File: config.mk
export PLATFORM = sky130hd
export DESIGN_NAME = mem_stage
export DESIGN_NICKNAME = d
export VERILOG_FILES = /design/src/rtl/mem_stage_pkg.sv /design/src/rtl/mem_wb_reg.sv /design/src/rtl/mem_stage.sv
export SDC_FILE = /design/constraint.sdc
export NUM_CORES = 1
export LEC_CHECK = 0
export ABC_AREA = 1
export CORE_MARGIN = 2
export CORE_UTILIZATION = 50
export CTS_BUF_LIST = sky130_fd_sc_hd__clkbuf_4 sky130_fd_sc_hd__clkbuf_8
export DETAILED_ROUTE_END_ITERATION = 8
export GPL_ROUTABILITY_DRIVEN = 0
export PLACE_DENSITY = 0.89
export SETUP_SLACK_MARGIN = 0.2
export SYNTH_ARGS = -nofsm -noshare
export SYNTH_HDL_FRONTEND = slang
export SYNTH_SLANG_ARGS = --single-unit
File: constraint.sdc
create_clock -name clk -period 1.9 [get_ports clk]
set_input_delay 0.38 -clock clk [delete_from_list [all_inputs] [get_ports clk]]
set_output_delay 0.38 -clock clk [all_outputs]
set_load 0.1 [all_outputs]
File: src/rtl/mem_stage_pkg.sv
// Shared types and constants for the MEM pipeline stage: FSM states, the
// in-flight access record and the MEM/WB entry layout.
package mem_stage_pkg;

  localparam int DATA_W             = 32;
  localparam int WB_SEL_W           = 2;
  localparam int TIMEOUT_CYCLES_DEF = 16;

  typedef enum logic {
    ST_IDLE   = 1'b0,
    ST_ACCESS = 1'b1
  } state_e;

  // Everything captured when a memory op is accepted, so the stage can run
  // the dmem handshake while upstream is frozen.
  typedef struct packed {
    logic                is_store;
    logic                is_load;
    logic                rf_we;
    logic [WB_SEL_W-1:0] sel2;
    logic [WB_SEL_W-1:0] sel4;
    logic [DATA_W-1:0]   addr;
    logic [DATA_W-1:0]   wdata;
    logic [DATA_W-1:0]   add_pc;
  } acc_t;

  typedef struct packed {
    logic                valid;
    logic                rf_we;
    logic [WB_SEL_W-1:0] sel2;
    logic [WB_SEL_W-1:0] sel4;
    logic [DATA_W-1:0]   mem_data;
    logic [DATA_W-1:0]   alu;
    logic [DATA_W-1:0]   add_pc;
  } wb_entry_t;

endpackage

File: src/rtl/mem_wb_reg.sv
// MEM/WB pipeline register. A bubble load clears the whole entry so that a
// squashed slot never carries stale write-back data.
module mem_wb_reg
  import mem_stage_pkg::*;
(
  input  logic      clk,
  input  logic      reset,
  input  logic      load_bubble_i,
  input  wb_entry_t entry_i,
  output wb_entry_t entry_o
);

  wb_entry_t entry_q;

  always_ff @(posedge clk or negedge reset) begin
    if (!reset) begin
      entry_q <= '0;
    end else if (load_bubble_i) begin
      entry_q <= '0;
    end else begin
      entry_q <= entry_i;
    end
  end

  assign entry_o = entry_q;

endmodule

File: src/rtl/mem_stage.sv
// MEM stage: dmem request/ack handshake, stall/branch-redirect generation and
// the MEM/WB register. Optional access timeout enabled by macro MEM_TIMEOUT_EN.
//   state     | meaning
//   ST_IDLE   | no access in flight; ALU/branch ops pass straight to MEM/WB
//   ST_ACCESS | dmem request held stable until ack (or timeout)
module mem_stage
  import mem_stage_pkg::*;
#(
  parameter int TIMEOUT_CYCLES = TIMEOUT_CYCLES_DEF
) (
  input  logic                clk,
  input  logic                reset,
  input  logic                valid_in,
  input  logic                mem_re_in,
  input  logic                mem_we_in,
  input  logic                reg_file_write_in,
  input  logic                branch_in,
  input  logic [WB_SEL_W-1:0] select_mux_2_in,
  input  logic [WB_SEL_W-1:0] select_mux_4_in,
  input  logic [DATA_W-1:0]   reg_b_in,
  input  logic [DATA_W-1:0]   alu_in,
  input  logic [DATA_W-1:0]   add_pc_in,
  output logic                dmem_req,
  output logic                dmem_we,
  output logic [DATA_W-1:0]   dmem_addr,
  output logic [DATA_W-1:0]   dmem_wdata,
  input  logic                dmem_ack,
  input  logic [DATA_W-1:0]   dmem_rdata,
  output logic                stall_out,
  output logic                pc_src_out,
  output logic [DATA_W-1:0]   branch_target_out,
  output logic                valid_out,
  output logic                reg_file_write_out,
  output logic [WB_SEL_W-1:0] select_mux_2_out,
  output logic [WB_SEL_W-1:0] select_mux_4_out,
  output logic [DATA_W-1:0]   mem_data_out,
  output logic [DATA_W-1:0]   alu_out,
  output logic [DATA_W-1:0]   add_pc_out,
  output logic                err_out
);

  state_e    state_q, state_d;
  acc_t      acc_q, acc_d;
  wb_entry_t wb_d, wb_q;
  logic      wb_bubble;
  logic      mem_op;
  logic      accept;
  logic      timeout_hit;

  assign mem_op = mem_re_in | mem_we_in;
  assign accept = (state_q == ST_IDLE) & valid_in & mem_op;

  always_ff @(posedge clk or negedge reset) begin
    if (!reset) begin
      state_q <= ST_IDLE;
    end else begin
      state_q <= state_d;
    end
  end

  always_comb begin
    state_d = state_q;
    case (state_q)
      ST_IDLE:   if (accept) state_d = ST_ACCESS;
      ST_ACCESS: if (dmem_ack || timeout_hit) state_d = ST_IDLE;
      default:   state_d = ST_IDLE;
    endcase
  end

  always_comb begin
    dmem_req          = 1'b0;
    dmem_we           = 1'b0;
    dmem_addr         = '0;
    dmem_wdata        = '0;
    stall_out         = accept | ((state_q == ST_ACCESS) & ~dmem_ack);
    pc_src_out        = (state_q == ST_IDLE) & valid_in & branch_in & ~mem_op;
    branch_target_out = pc_src_out ? add_pc_in : '0;
    if (state_q == ST_ACCESS) begin
      dmem_req   = 1'b1;
      dmem_we    = acc_q.is_store;
      dmem_addr  = acc_q.addr;
      dmem_wdata = acc_q.wdata;
    end
  end

  // A simultaneous load+store request resolves to a store.
  always_comb begin
    acc_d = acc_q;
    if (accept) begin
      acc_d.is_store = mem_we_in;
      acc_d.is_load  = mem_re_in & ~mem_we_in;
      acc_d.rf_we    = reg_file_write_in;
      acc_d.sel2     = select_mux_2_in;
      acc_d.sel4     = select_mux_4_in;
      acc_d.addr     = alu_in;
      acc_d.wdata    = reg_b_in;
      acc_d.add_pc   = add_pc_in;
    end
  end

  always_ff @(posedge clk or negedge reset) begin
    if (!reset) begin
      acc_q <= '0;
    end else begin
      acc_q <= acc_d;
    end
  end

  always_comb begin
    wb_d       = '0;
    wb_bubble  = 1'b1;
    wb_d.valid = 1'b1;
    if (state_q == ST_IDLE) begin
      wb_bubble     = ~valid_in | mem_op;
      wb_d.rf_we    = reg_file_write_in;
      wb_d.sel2     = select_mux_2_in;
      wb_d.sel4     = select_mux_4_in;
      wb_d.alu      = alu_in;
      wb_d.add_pc   = add_pc_in;
    end else begin
      wb_bubble     = ~dmem_ack;
      wb_d.rf_we    = acc_q.rf_we;
      wb_d.sel2     = acc_q.sel2;
      wb_d.sel4     = acc_q.sel4;
      wb_d.alu      = acc_q.addr;
      wb_d.add_pc   = acc_q.add_pc;
      wb_d.mem_data = acc_q.is_load ? dmem_rdata : '0;
    end
  end

  mem_wb_reg u_mem_wb_reg (
    .clk           (clk),
    .reset         (reset),
    .load_bubble_i (wb_bubble),
    .entry_i       (wb_d),
    .entry_o       (wb_q)
  );

  assign valid_out          = wb_q.valid;
  assign reg_file_write_out = wb_q.rf_we;
  assign select_mux_2_out   = wb_q.sel2;
  assign select_mux_4_out   = wb_q.sel4;
  assign mem_data_out       = wb_q.mem_data;
  assign alu_out            = wb_q.alu;
  assign add_pc_out         = wb_q.add_pc;

`ifdef MEM_TIMEOUT_EN
  localparam int CNT_W = $clog2(TIMEOUT_CYCLES) + 1;

  logic [CNT_W-1:0] cnt_q, cnt_d;
  logic             err_q, err_d;

  // The counter only survives while the FSM stays in ACCESS.
  always_comb begin
    timeout_hit = (state_q == ST_ACCESS) && !dmem_ack &&
                  (cnt_q == CNT_W'(TIMEOUT_CYCLES - 1));
    cnt_d       = ((state_q == ST_ACCESS) && (state_d == ST_ACCESS)) ?
                  cnt_q + 1'b1 : '0;
    err_d       = err_q | timeout_hit;
  end

  always_ff @(posedge clk or negedge reset) begin
    if (!reset) begin
      cnt_q <= '0;
      err_q <= 1'b0;
    end else begin
      cnt_q <= cnt_d;
      err_q <= err_d;
    end
  end

  assign err_out = err_q;
`else
  logic unused_timeout_cfg;

  assign unused_timeout_cfg = (TIMEOUT_CYCLES != 0);
  assign timeout_hit        = 1'b0;
  assign err_out            = 1'b0;
`endif

endmodule

==> flow_metrics.tcl <==
set metrics [dict create \
    status "complete, but fails checks" \
    violations "setup timing" \
    dieArea_mm2 0.0195 \
    ios 343 \
    fin_nets 1670 \
    clock_latency_ns 0.54 \
    hold_slack_ns 0.275 \
    wire_per_inst_um 21.6 \
    crit_chain "inv_4, nand3_4, buf_12, nor3_4, buf_12" \
    clk_pin_slew_ns 0.08 \
    avgSynthCellArea_um2 7.77 \
    p_leak_nw 8.23 \
    synthMuxAreaShare 0 \
    synth_cell_types 20 \
    p_per_area_mw_per_mm2 1090 \
    critPathArrivalTime_ns 1.89 \
    peakVddDrop_uv 795 \
    crit_top_cell "buf_12" \
    rows 49 \
    synth-xor-area-share 0 \
    synth_nets 1321 \
    crit_path_start "state_q$_DFF_PN0_" \
    crit_cells 5 \
    max_freq_ghz 0.440 \
    hold_viol 0 \
    clock_sinks 206 \
    synth_top_family_by_area "simple AND/OR/NAND/NOR gates" \
    grt_start_max_net_pins 76 \
    yosysWarnings 0 \
    vias 9969 \
    first_iter_violations 1156 \
    setup_ws_ns -0.372 \
    fin_tns_setup_ns -27.33 \
    start_kind "flip-flop" \
    drt-total-wl_mm 38.5 \
    synthCells 1181 \
    antenna_found_initial 1 \
    dpl.hpwl_mm 21.8 \
    r2r_end "u_mem_wb_reg.entry_o[11]$_DFF_PN0_" \
    critPathRequiredTime_ns 1.52 \
    maxSlewHeadroom 0.622 \
    syn_to_final_growth_pct 70.7 \
    hold_path.class "in2async" \
    worstSetupEndpointType "output port" \
    ant_nets 0 \
    chipHeight_um 139 \
    drcViolationCount 0 \
    drive_gt1_frac 0.315 \
    period_minus_slack_ns 2.27 \
    rsz0062_at_grt "true" \
    worst_path_max_delay_cell "dfrtp_4" \
    r2r_start "state_q$_DFF_PN0_" \
    cts_root_buf "clkbuf_8" \
    tightest_slew_ns 0.567 \
    grt_pass1_vias 10300 \
    placed_cells 1709 \
    viasPerCell 5.59 \
    crit_buf_inv 3 \
    setup_violations 99 \
    io_buffers 341 \
    worst_path_dominant_cell_family "flip-flops" \
    rr_worst_depth 5 \
    maxCapViolCount 0 \
    synth-compound-area-share 0.0387 \
    die_w_um 139 \
    drv_slew 0 \
    cts_max_level 2 \
    synthSimpleGateAreaFrac 0.270 \
    cts_buffer_depth 3 \
    worstPathMaxFanout 24 \
    fin_skew_ns 0.0388 \
    worst-setup-path-type "reg2out" \
    track_usage 0.378 \
    fin_crit_sh 1.20 \
    slowest_delay_ns 0.52 \
    cts_tree "done" \
    core-area_mm2 0.0180 \
    start_util 0.511 \
    synth_area_mm2 0.00918 \
    seq_area_frac_synth 0.562 \
    synth_seq_cells 206 \
    layout.cells.non_filler 1784 \
    grt_pass1_wl_mm 57.4 \
    cts_buffers 36 \
    rrSetupSlack_ns 0.19 \
    synthAdderAreaFrac 0 \
    drt_pass1_iterations 6 \
    finish.utilization 0.872 \
    critPathCapture "branch_target_out[10]" \
    dp_slack_ns -0.277 \
    overflow 0 \
]
[synthesized netlist by cell type (all sizes together)]
library cell	instances	share of area
a21oi	69	0.038
buf	64	0.041
clkbuf	10	0.0041
conb	1	0.00041
dfrtp	206	0.56
inv	206	0.084
nand2	415	0.17
nand3	1	0.00054
nand3b	1	0.00082
nand4	32	0.022
nor2	142	0.059
nor3	32	0.017
o21ai	2	0.0011
[area by class of cell]
class | instances | area, um^2
multi-input cells | 695 | 3540
diodes | 1 | 2.50
repair buffers | 385 | 4880
well taps | 229 | 287
inverters | 206 | 1020
flip-flops and latches | 206 | 5160
clock buffers | 51 | 671
clock inverters | 11 | 110
fillers | 765 | 2300
[power by group]
| group | switching, mW | internal (mW) |
|---|---|---|
| clock | 1.97 | 2.55 |
| sequential | 0.489 | 5.03 |
| combinational | 4.88 | 2.11 |
| total | 7.34 | 9.69 |
[cells by family (layout without fill, tap and decap cells)]
family / count (synthesis) / count (layout)
AO/OA/AOI/OAI: 71 / 71
buffers and inverters: 280 / 653
other: 1 / 2
AND/OR/NAND/NOR: 623 / 623
flip-flops: 206 / 206
[what timing repair did]
item / in CTS / in global routing
endpoints found under the setup margin: 106 / 119
pin swaps: 1 / 1
hold buffers: 1 / 0
hold endpoints to repair: 85 / 0
cloned: 4 / 3
buffers inserted: 4 / 0
resized for setup: 16 / 13
[routing by layer]
layer  GRT usage  vias to the layer above  wire length, um
met3       0.109                      245             4240
met4       0.253                        0             3040
met1       0.421                     4709            12600
met5           0                        -                0
met2       0.630                      824            18600
li1            -                     4191                -
[stage by stage]
stage / total power [mW] / cell area [um^2]
2_1_floorplan: 9.90 / 10200
3_3_place_gp: 11.9 / 14600
3_5_place_dp: 12.1 / 14600
4_1_cts: 16.8 / 15500
5_1_grt: 17.5 / 15700
6_report: 17.0 / 15700
[worst min-delay path by stage]
stage / from / to / slack, ns / depth (start not counted)
3_3_place_gp: reset / acc_q[13]$_DFFE_PN0P_ / 0.25 / 1
6_report: reset / acc_q[0]$_DFFE_PN0P_ / 0.27 / 2
3_5_place_dp: reset / acc_q[10]$_DFFE_PN0P_ / 0.25 / 1
5_1_grt: reset / acc_q[0]$_DFFE_PN0P_ / 0.28 / 2
2_1_floorplan: reset / acc_q[0]$_DFFE_PN0P_ / 0.08 / 0
4_1_cts: reset / acc_q[0]$_DFFE_PN0P_ / 0.27 / 2
[flip-flops by register name, summed over array words and instances, names as in the netlist]
register,cells
acc_q,103
state_q,1
u_mem_wb_reg.entry_o,102
[cells in the final DEF, fill, tap and decap left out, types with 2 or more instances in the layout]
cell	instances
a21oi_2	6
nor2_2	5
clkinvlp_4	67
dfrtp_1	205
clkinv_2	8
nand2_2	41
clkbuf_16	3
clkbuf_8	47
nand2_1	350
buf_16	5
nand4_1	32
nor2_4	3
buf_4	118
clkdlybuf4s50_1	138
nor2_1	134
buf_12	117
bufinv_16	2
nand2_4	24
clkbuf_4	5
nor3_4	32
inv_1	139
a21oi_1	63
buf_8	2
Power figures use the tool's default switching activity.
